==> src/rtl/delta_integrator.sv <==
// Delta-to-absolute sample reconstruction for the SPI receive path.
// Seed word starts each frame; following deltas are accumulated mod 2^WIDTH.
module delta_integrator #(
  parameter int WIDTH     = 10,
  parameter int FRAME_LEN = 8
) (
  input  logic             clk,
  input  logic             rst_n,
  input  logic             clear,
  input  logic             in_valid,
  output logic             in_ready,
  input  logic [WIDTH-1:0] in_data,
  output logic             out_valid,
  input  logic             out_ready,
  output logic [WIDTH-1:0] out_data,
  output logic             out_last,
  output logic             ovf
);

  localparam int CW = $clog2(FRAME_LEN + 1);
  localparam logic [CW-1:0] LAST_CNT = CW'(FRAME_LEN - 1);

  typedef enum logic {
    SEED,
    RUN
  } state_t;

  state_t           state;
  logic [WIDTH-1:0] acc;
  logic [CW-1:0]    cnt;
  logic [WIDTH-1:0] sum;
  logic             accept;
  logic             take;
  logic             wrap;

  assign in_ready = !out_valid || out_ready;
  assign accept   = in_valid && in_ready;
  assign take     = out_valid && out_ready;
  assign sum      = acc + in_data;

  // Signed overflow: operands agree in sign, result does not.
  assign wrap = (acc[WIDTH-1] == in_data[WIDTH-1]) &&
                (sum[WIDTH-1] != acc[WIDTH-1]);

  always_ff @(posedge clk or negedge rst_n) begin
    if (!rst_n) begin
      state     <= SEED;
      acc       <= '0;
      cnt       <= '0;
      out_valid <= 1'b0;
      out_data  <= '0;
      out_last  <= 1'b0;
      ovf       <= 1'b0;
    end else if (clear) begin
      state     <= SEED;
      acc       <= '0;
      cnt       <= '0;
      out_valid <= 1'b0;
      out_last  <= 1'b0;
      ovf       <= 1'b0;
    end else begin
      if (take && !accept) begin
        out_valid <= 1'b0;
      end
      if (accept) begin
        out_valid <= 1'b1;
        unique case (state)
          SEED: begin
            acc      <= in_data;
            out_data <= in_data;
            if (FRAME_LEN == 1) begin
              out_last <= 1'b1;
              cnt      <= '0;
            end else begin
              out_last <= 1'b0;
              cnt      <= CW'(1);
              state    <= RUN;
            end
          end
          RUN: begin
            acc      <= sum;
            out_data <= sum;
            if (wrap) begin
              ovf <= 1'b1;
            end
            if (cnt == LAST_CNT) begin
              out_last <= 1'b1;
              cnt      <= '0;
              state    <= SEED;
            end else begin
              out_last <= 1'b0;
              cnt      <= cnt + 1'b1;
            end
          end
          default: begin
            state <= SEED;
          end
        endcase
      end
    end
  end

endmodule

==> config.mk <==
export PLATFORM = sky130hd
export DESIGN_NAME = delta_integrator
export DESIGN_NICKNAME = d
export VERILOG_FILES = /design/src/rtl/delta_integrator.sv
export SDC_FILE = /design/constraint.sdc
export NUM_CORES = 1
export LEC_CHECK = 0
export ABC_AREA = 1
export CAP_MARGIN = 0
export CORE_MARGIN = 4
export CORE_UTILIZATION = 52
export CTS_BUF_LIST = sky130_fd_sc_hd__clkbuf_8
export CTS_CLUSTER_SIZE = 25
export DETAILED_ROUTE_END_ITERATION = 8
export PLACE_DENSITY = 0.78
export SLEW_MARGIN = 20
export SYNTH_ARGS = -nofsm -noshare
export SYNTH_HDL_FRONTEND = slang
export SYNTH_SLANG_ARGS = --single-unit
==> constraint.sdc <==
create_clock -name clk -period 2 [get_ports clk]
set_input_delay 0.3 -clock clk [delete_from_list [all_inputs] [get_ports clk]]
set_output_delay 0.3 -clock clk [all_outputs]
set_load 0.03 [all_outputs]
# Yosys cells after proc, flatten, opt, wreduce, memory -nomap -nowiden

Index checks and enable logic that the tools add are counted.

Add/subtract/negate cells: 2
$mul: 0
Multiplexer cells: 22
Divide/modulo/power cells: 0
Bitwise operators: 2
Shift-type cells: 0
Reductions and logical operators: 13
Equal/unequal tests: 3
Order comparisons: 0

Operators by type and width:

| operator            | number |
|---|---|
| $mux 10             | 2 |
| $pmux 10 s2         | 1 |
| $mux 1              | 13 |
| $mux 4              | 3 |
| $add 10x10->10      | 1 |
| $pmux 4 s2          | 1 |
| $reduce_bool 2->1   | 3 |
| $add 4x1->4 const B | 1 |
| $eq 4x3->1 const B  | 1 |
| $logic_and 1x1->1   | 4 |
| $pmux 1 s2          | 2 |
| $reduce_and 3->1    | 1 |
| $reduce_bool 3->1   | 1 |
| $logic_not 1->1     | 2 |
| $not 1->1           | 2 |
| $reduce_and 2->1    | 1 |
| $eq 1x1->1          | 1 |
| $logic_or 1x1->1    | 1 |
| $ne 1x1->1          | 1 |

Bits of input ports: 15
Bits in latches: 0
Bits in registers: 28
ROM bits: 0
Memories: 0
Word-level logic and storage cells: 49
Output and inout bits: 14
Bits in writable memories: 0

# Longest topological paths before layout

Depth in word-level cells: 8
Depth in mapped cells: 12
Depth with buffers taken out: 12

# Least setup slack after synthesis

Ideal clock, no wire load.

Kind: flip-flop to flip-flop
Start: register acc[0]
End: register acc[6]
Setup time: 0.124 ns
Buffers on the path: 0
Stages on the path, launching flop included: 11
Period minus slack after synthesis: 1.667 ns
Arrival time: 1.543 ns
Setup slack: 0.333 ns
Cell sequence: dfrtp_1 > ha_1 > inv_1 > fa_1 > inv_1 > nand3_1 > nand2_2 > a21oi_2 > and2_1 > o21ai_1 > nand2_1

Longest elaborated chain between the ends: 4

Ends and longest elaborated chain:

| item                   | line | RTL |
|---|---|---|
| start, declared        | 29   | `logic [WIDTH-1:0] acc;` |
| start signal, assigned | 69   | `acc <= in_data;` |
| start signal, assigned | 81   | `acc <= sum;` |
| $add 10x10->10         | 39   | `assign sum = acc + in_data;` |
| $pmux 10 s2            | 67   | `unique case (state)` |
| $mux 10                | 65   | `if (accept) begin` |
| $mux 10                | 54   | `end else if (clear) begin` |

No other way between the ends. The select of a mux whose other input is x is not followed.
A chain may end at the register's enable or synchronous reset.

# Worst setup path after layout

Start: input port in_data[0]
End: register acc[6]

Longest elaborated chain between the ends: 4

Ends and longest elaborated chain:

| item            | line | RTL |
|---|---|---|
| start, declared | 12   | `input logic [WIDTH-1:0] in_data,` |
| $add 10x10->10  | 39   |  |
| $pmux 10 s2     | 67   |  |
| $mux 10         | 65   |  |
| $mux 10         | 54   |  |

No other way between the ends. The select of a mux whose other input is x is not followed.

==> flow_summary.html <==
<table>
<tr><th>Metric</th><th>Value</th></tr>
<tr><th colspan="2">Synth</th></tr>
<tr><td>Instance count of the mapped netlist</td><td>222</td></tr>
<tr><td>Cell taking the most area after synthesis</td><td>sky130_fd_sc_hd__dfrtp_1</td></tr>
<tr><td>Number of different library cells in the post-synthesis netlist</td><td>33</td></tr>
<tr><td>Most common library cells after synthesis</td><td>sky130_fd_sc_hd__nand2_1 (77), sky130_fd_sc_hd__dfrtp_1 (28), sky130_fd_sc_hd__inv_1 (22), sky130_fd_sc_hd__nor2_1 (16), sky130_fd_sc_hd__ha_1 (10)</td></tr>
<tr><td>Count of state elements after synthesis</td><td>28</td></tr>
<tr><td>Ranking of synthesized cells by area</td><td>sky130_fd_sc_hd__dfrtp_1 (41%), sky130_fd_sc_hd__nand2_1 (17%), sky130_fd_sc_hd__ha_1 (7.3%)</td></tr>
<tr><td>Yosys top cell area share</td><td>40.8%</td></tr>
<tr><td>Most frequently used flop master after synthesis</td><td>sky130_fd_sc_hd__dfrtp_1</td></tr>
<tr><td>Net count after synthesis</td><td>248</td></tr>
<tr><td>Avg Synthesized Cell Area</td><td>7.73 µm²</td></tr>
<tr><td>Sequential area share after synthesis</td><td>40.8%</td></tr>
<tr><td>Most common cell in the netlist</td><td>sky130_fd_sc_hd__nand2_1</td></tr>
<tr><td>Share of flip-flops with an asynchronous set or reset</td><td>100%</td></tr>
<tr><td>Number of enable flip-flop cells after synthesis</td><td>0</td></tr>
<tr><td>Netlist Area Pre-Place</td><td>1720 µm²</td></tr>
<tr><td>Ys Warns</td><td>0</td></tr>
<tr><th colspan="2">GRT</th></tr>
<tr><td>Vias in the first global route</td><td>1442</td></tr>
<tr><td>Global-route congestion overflow total</td><td>0</td></tr>
<tr><td>Total Routing Usage GR</td><td>18.8%</td></tr>
<tr><td>Antenna violations before repair</td><td>0</td></tr>
<tr><td>Pin count of the biggest net entering global routing</td><td>29</td></tr>
<tr><td>Global-route wire length before repair</td><td>6270 µm</td></tr>
<tr><th colspan="2">Floorplanning</th></tr>
<tr><td>Starting Density</td><td>55.3%</td></tr>
<tr><td>Rows</td><td>20</td></tr>
<tr><td>Die ar.</td><td>4280 µm²</td></tr>
<tr><td>Core footprint</td><td>3100 µm²</td></tr>
<tr><td>Overall die width</td><td>65.5 µm</td></tr>
<tr><td>Die outline height</td><td>65.5 µm</td></tr>
<tr><td>Number of I/O pins</td><td>29</td></tr>
<tr><th colspan="2">Worst hold path</th></tr>
<tr><td>Class of the most critical hold timing path</td><td>in2async</td></tr>
<tr><th colspan="2">Worst setup path</th></tr>
<tr><td>Worst r2r src</td><td>acc[0]$_DFFE_PN0P_</td></tr>
<tr><td>Endpoint required time on the critical path</td><td>2.17 ns</td></tr>
<tr><td>Critical path endpoint category</td><td>flop</td></tr>
<tr><td>Type of origin of the critical path</td><td>input pin</td></tr>
<tr><td>CP peak stage delay</td><td>0.48 ns</td></tr>
<tr><td>Capturing point of the worst reg2reg path</td><td>acc[6]$_DFFE_PN0P_</td></tr>
<tr><td>Worst r2r path cells</td><td>10</td></tr>
<tr><td>Data arrival, critical path</td><td>2.02 ns</td></tr>
<tr><td>Worst setup path start</td><td>in_data[0]</td></tr>
<tr><td>Crit path max-delay cell type</td><td>sky130_fd_sc_hd__clkdlybuf4s50_1</td></tr>
<tr><td>WS Path Type</td><td>in2reg</td></tr>
<tr><td>Internal reg-to-reg setup slack</td><td>0.30 ns</td></tr>
<tr><td>Peak fanout along the critical path</td><td>3</td></tr>
<tr><td>Critical path cell sequence</td><td>clkdlybuf4s50_1, ha_1, inv_1, fa_1, inv_2, nand3_1, nand2_2, a21oi_2, and2_1, o21ai_2, nand2_1</td></tr>
<tr><th colspan="2">CTS</th></tr>
<tr><td>Total setup buffers inserted after CTS</td><td>0</td></tr>
<tr><td>CTS tree</td><td>yes</td></tr>
<tr><td>Deepest level of the CTS H-tree</td><td>1</td></tr>
<tr><td>Worst-Skew Late Latency</td><td>0.28 ns</td></tr>
<tr><td>Clock net sink count</td><td>28</td></tr>
<tr><td>CTS root buffer</td><td>sky130_fd_sc_hd__clkbuf_8</td></tr>
<tr><td>Total CTS buffers</td><td>3</td></tr>
<tr><td>Buffers from clock root to sink, at most</td><td>2</td></tr>
<tr><td>Post-CTS Hold Buffers</td><td>0</td></tr>
<tr><td>CTS clock-pin slew for the worst setup and hold paths</td><td>0.10 ns</td></tr>
<tr><td>CTS-repair resized insts</td><td>0</td></tr>
<tr><th colspan="2">Final layout</th></tr>
<tr><td>Diode count</td><td>0</td></tr>
<tr><td>Final core utilization</td><td>68.8%</td></tr>
<tr><td>Nets</td><td>283</td></tr>
<tr><td>Layout overhead on the synthesized area</td><td>24.3%</td></tr>
<tr><td>Filler Cell Count</td><td>290</td></tr>
<tr><td>Fraction of layout instances using a drive strength above 1</td><td>12.9%</td></tr>
<tr><th colspan="2">Placed design</th></tr>
<tr><td>Port buffer count</td><td>28</td></tr>
<tr><td>Post-detail-place hpwl</td><td>2600 µm</td></tr>
<tr><td>Final RePlAce weighted congestion</td><td>0.799</td></tr>
<tr><th colspan="2">Detailed routing</th></tr>
<tr><td>Count of nets left with antenna violations after detail routing</td><td>0</td></tr>
<tr><td>Total via count after detailed routing</td><td>1488</td></tr>
<tr><td>DRT Pass-1 Iters</td><td>4</td></tr>
<tr><td>DRC violation count after routing</td><td>0</td></tr>
<tr><td>Routed WL</td><td>3460 µm</td></tr>
<tr><td>Vias per cell</td><td>4.96</td></tr>
<tr><td>Wire length per cell</td><td>11.5 µm</td></tr>
<tr><td>DRC marker count from the first detailed-route iteration</td><td>105</td></tr>
<tr><th colspan="2">STA</th></tr>
<tr><td>Count of pins over their slew limit</td><td>0</td></tr>
<tr><td>Max transition margin</td><td>76.8%</td></tr>
<tr><td>Hold WS</td><td>0.390 ns</td></tr>
<tr><td>RSZ-0062 raised after global routing</td><td>no</td></tr>
<tr><td>Max frequency</td><td>539 MHz</td></tr>
<tr><td>Slew @ Worst Pin</td><td>0.348 ns</td></tr>
<tr><td>Worst Clk Skew</td><td>0.00535 ns</td></tr>
<tr><td>Final count of negative-setup-slack endpoints</td><td>0</td></tr>
<tr><td>Endpoints failing hold</td><td>0</td></tr>
<tr><td>Time the worst path needs with I/O delays and setup</td><td>1.85 ns</td></tr>
<tr><td>Portion of the clock cycle consumed by the worst path in the final layout</td><td>92.7%</td></tr>
<tr><th colspan="2">Job</th></tr>
<tr><td>Max-cap violation count</td><td>0</td></tr>
<tr><th colspan="2">Power</th></tr>
<tr><td>VDD IR-drop max</td><td>0.000374 V</td></tr>
<tr><td>Cell leakage power</td><td>0.00114 µW</td></tr>
<tr><td>Areal power density over the cells</td><td>746 nW/µm²</td></tr>
<tr><th colspan="2">Outcome</th></tr>
<tr><td>Result of the run</td><td>finished, final reports clean</td></tr>
</table>
-- logic make-up (layout without fill, tap and decap cells) --
group	after synthesis	count (layout)	share of synthesized area [%]
compound gates	30	30	10.9
xor+xnor	1	1	0.510
flops	28	28	40.8
fa+ha+maj	11	11	8.45
buf+inv	31	65	8.24
simple gates	121	121	31.1
-- placed cells by master (no fill, tap or decap) --
master                            Yosys  routed
sky130_fd_sc_hd__buf_4                1       6
sky130_fd_sc_hd__nor2_1              16      16
sky130_fd_sc_hd__a21boi_1             1       1
sky130_fd_sc_hd__a21oi_2              2       2
sky130_fd_sc_hd__o221ai_1             1       1
sky130_fd_sc_hd__nand4_1              2       2
sky130_fd_sc_hd__xor2_1               1       1
sky130_fd_sc_hd__nand2_2              7       7
sky130_fd_sc_hd__ha_1                10      10
sky130_fd_sc_hd__nand2_1             77      77
sky130_fd_sc_hd__o21ai_2              0       1
sky130_fd_sc_hd__nand3_2              3       3
sky130_fd_sc_hd__or2_2                1       1
sky130_fd_sc_hd__o31ai_1              2       2
sky130_fd_sc_hd__nor2_2               1       1
sky130_fd_sc_hd__o211ai_1             3       3
sky130_fd_sc_hd__a21oi_1              9       9
sky130_fd_sc_hd__o21ai_1              5       4
sky130_fd_sc_hd__inv_4                1       1
sky130_fd_sc_hd__nand3_1              9       9
sky130_fd_sc_hd__bufinv_16            0       1
sky130_fd_sc_hd__fa_1                 1       1
sky130_fd_sc_hd__clkdlybuf4s50_1      0      28
sky130_fd_sc_hd__and2_1               1       1
sky130_fd_sc_hd__or2_1                2       2
sky130_fd_sc_hd__nor2_4               2       2
sky130_fd_sc_hd__o21bai_1             1       1
sky130_fd_sc_hd__inv_1               22      21
sky130_fd_sc_hd__dfrtp_1             28      28
sky130_fd_sc_hd__o21ai_0              4       4
sky130_fd_sc_hd__a22oi_1              1       1
sky130_fd_sc_hd__clkbuf_8             1       3
sky130_fd_sc_hd__a32o_1               1       1
sky130_fd_sc_hd__inv_2                4       5
-- through the flow --
step	cell area, µm²	setup TNS [ns]	cells	total power [µW]	setup slack [ns]
4_1_cts	2130	0	300	1610	0.114
3_5_place_dp	2060	-0.869	296	1160	-0.186
3_3_place_gp	2060	-0.737	296	1150	-0.147
5_1_grt	2130	0	300	1700	0.00835
6_report	2130	0	300	1590	0.145
2_1_floorplan	1720	0	222	978	0.333
-- per-layer routing --
metal | vias up | part of all wire [%] | global-route usage, %
met5 | - | 0 | 0
met4 | 0 | 1.5 | 6.22
met3 | 5 | 3.8 | 3.08
met2 | 29 | 47 | 31.1
met1 | 684 | 48 | 25.1
li1 | 770 | - | -
-- area by class of cell --
type	instances	area (µm²)	area share [%]
Sequential cell	28	701	32.8
Clock buffer	3	41.3	1.93
Timing Repair Buffer	34	325	15.2
Clock inverter	1	30.0	1.41
Multi-Input combinational cell	163	878	41.1
Tap cell	44	55.1	2.58
Inverter	27	104	4.87
-- worst max-delay path by stage --
stage / to / slack, ns / cells past startpoint
after floorplan: acc[6]$_DFFE_PN0P_ / 0.33 / 10
after global placement: acc[6]$_DFFE_PN0P_ / -0.15 / 11
after detailed placement: acc[6]$_DFFE_PN0P_ / -0.19 / 11
after CTS: acc[6]$_DFFE_PN0P_ / 0.11 / 11
after global routing: out_data[8]$_DFFE_PN0P_ / 0.008 / 12
final: acc[6]$_DFFE_PN0P_ / 0.15 / 11
-- power by group --
part / leakage (µW) / switching, µW / internal (µW)
combinational: 0.000735 / 288 / 198
sequential: 0.000364 / 33.9 / 626
clock: 0.0000357 / 179 / 268
total: 0.00114 / 501 / 1090
-- critical path, delay by kind of cell --
kind                     cells  cell delay, ns
buffers and inverters        3            0.60
adder cells (fa/ha/maj)      2            0.53
AO/OA/AOI/OAI                2            0.21
AND/OR/NAND/NOR              4            0.39
-- sequential cells by signal (all words and copies together) (netlist names) --
name / count
acc: 10
out_data: 10
cnt: 4
out_last: 1
out_valid: 1
ovf: 1
state: 1
(Power assumes the default switching activity.)
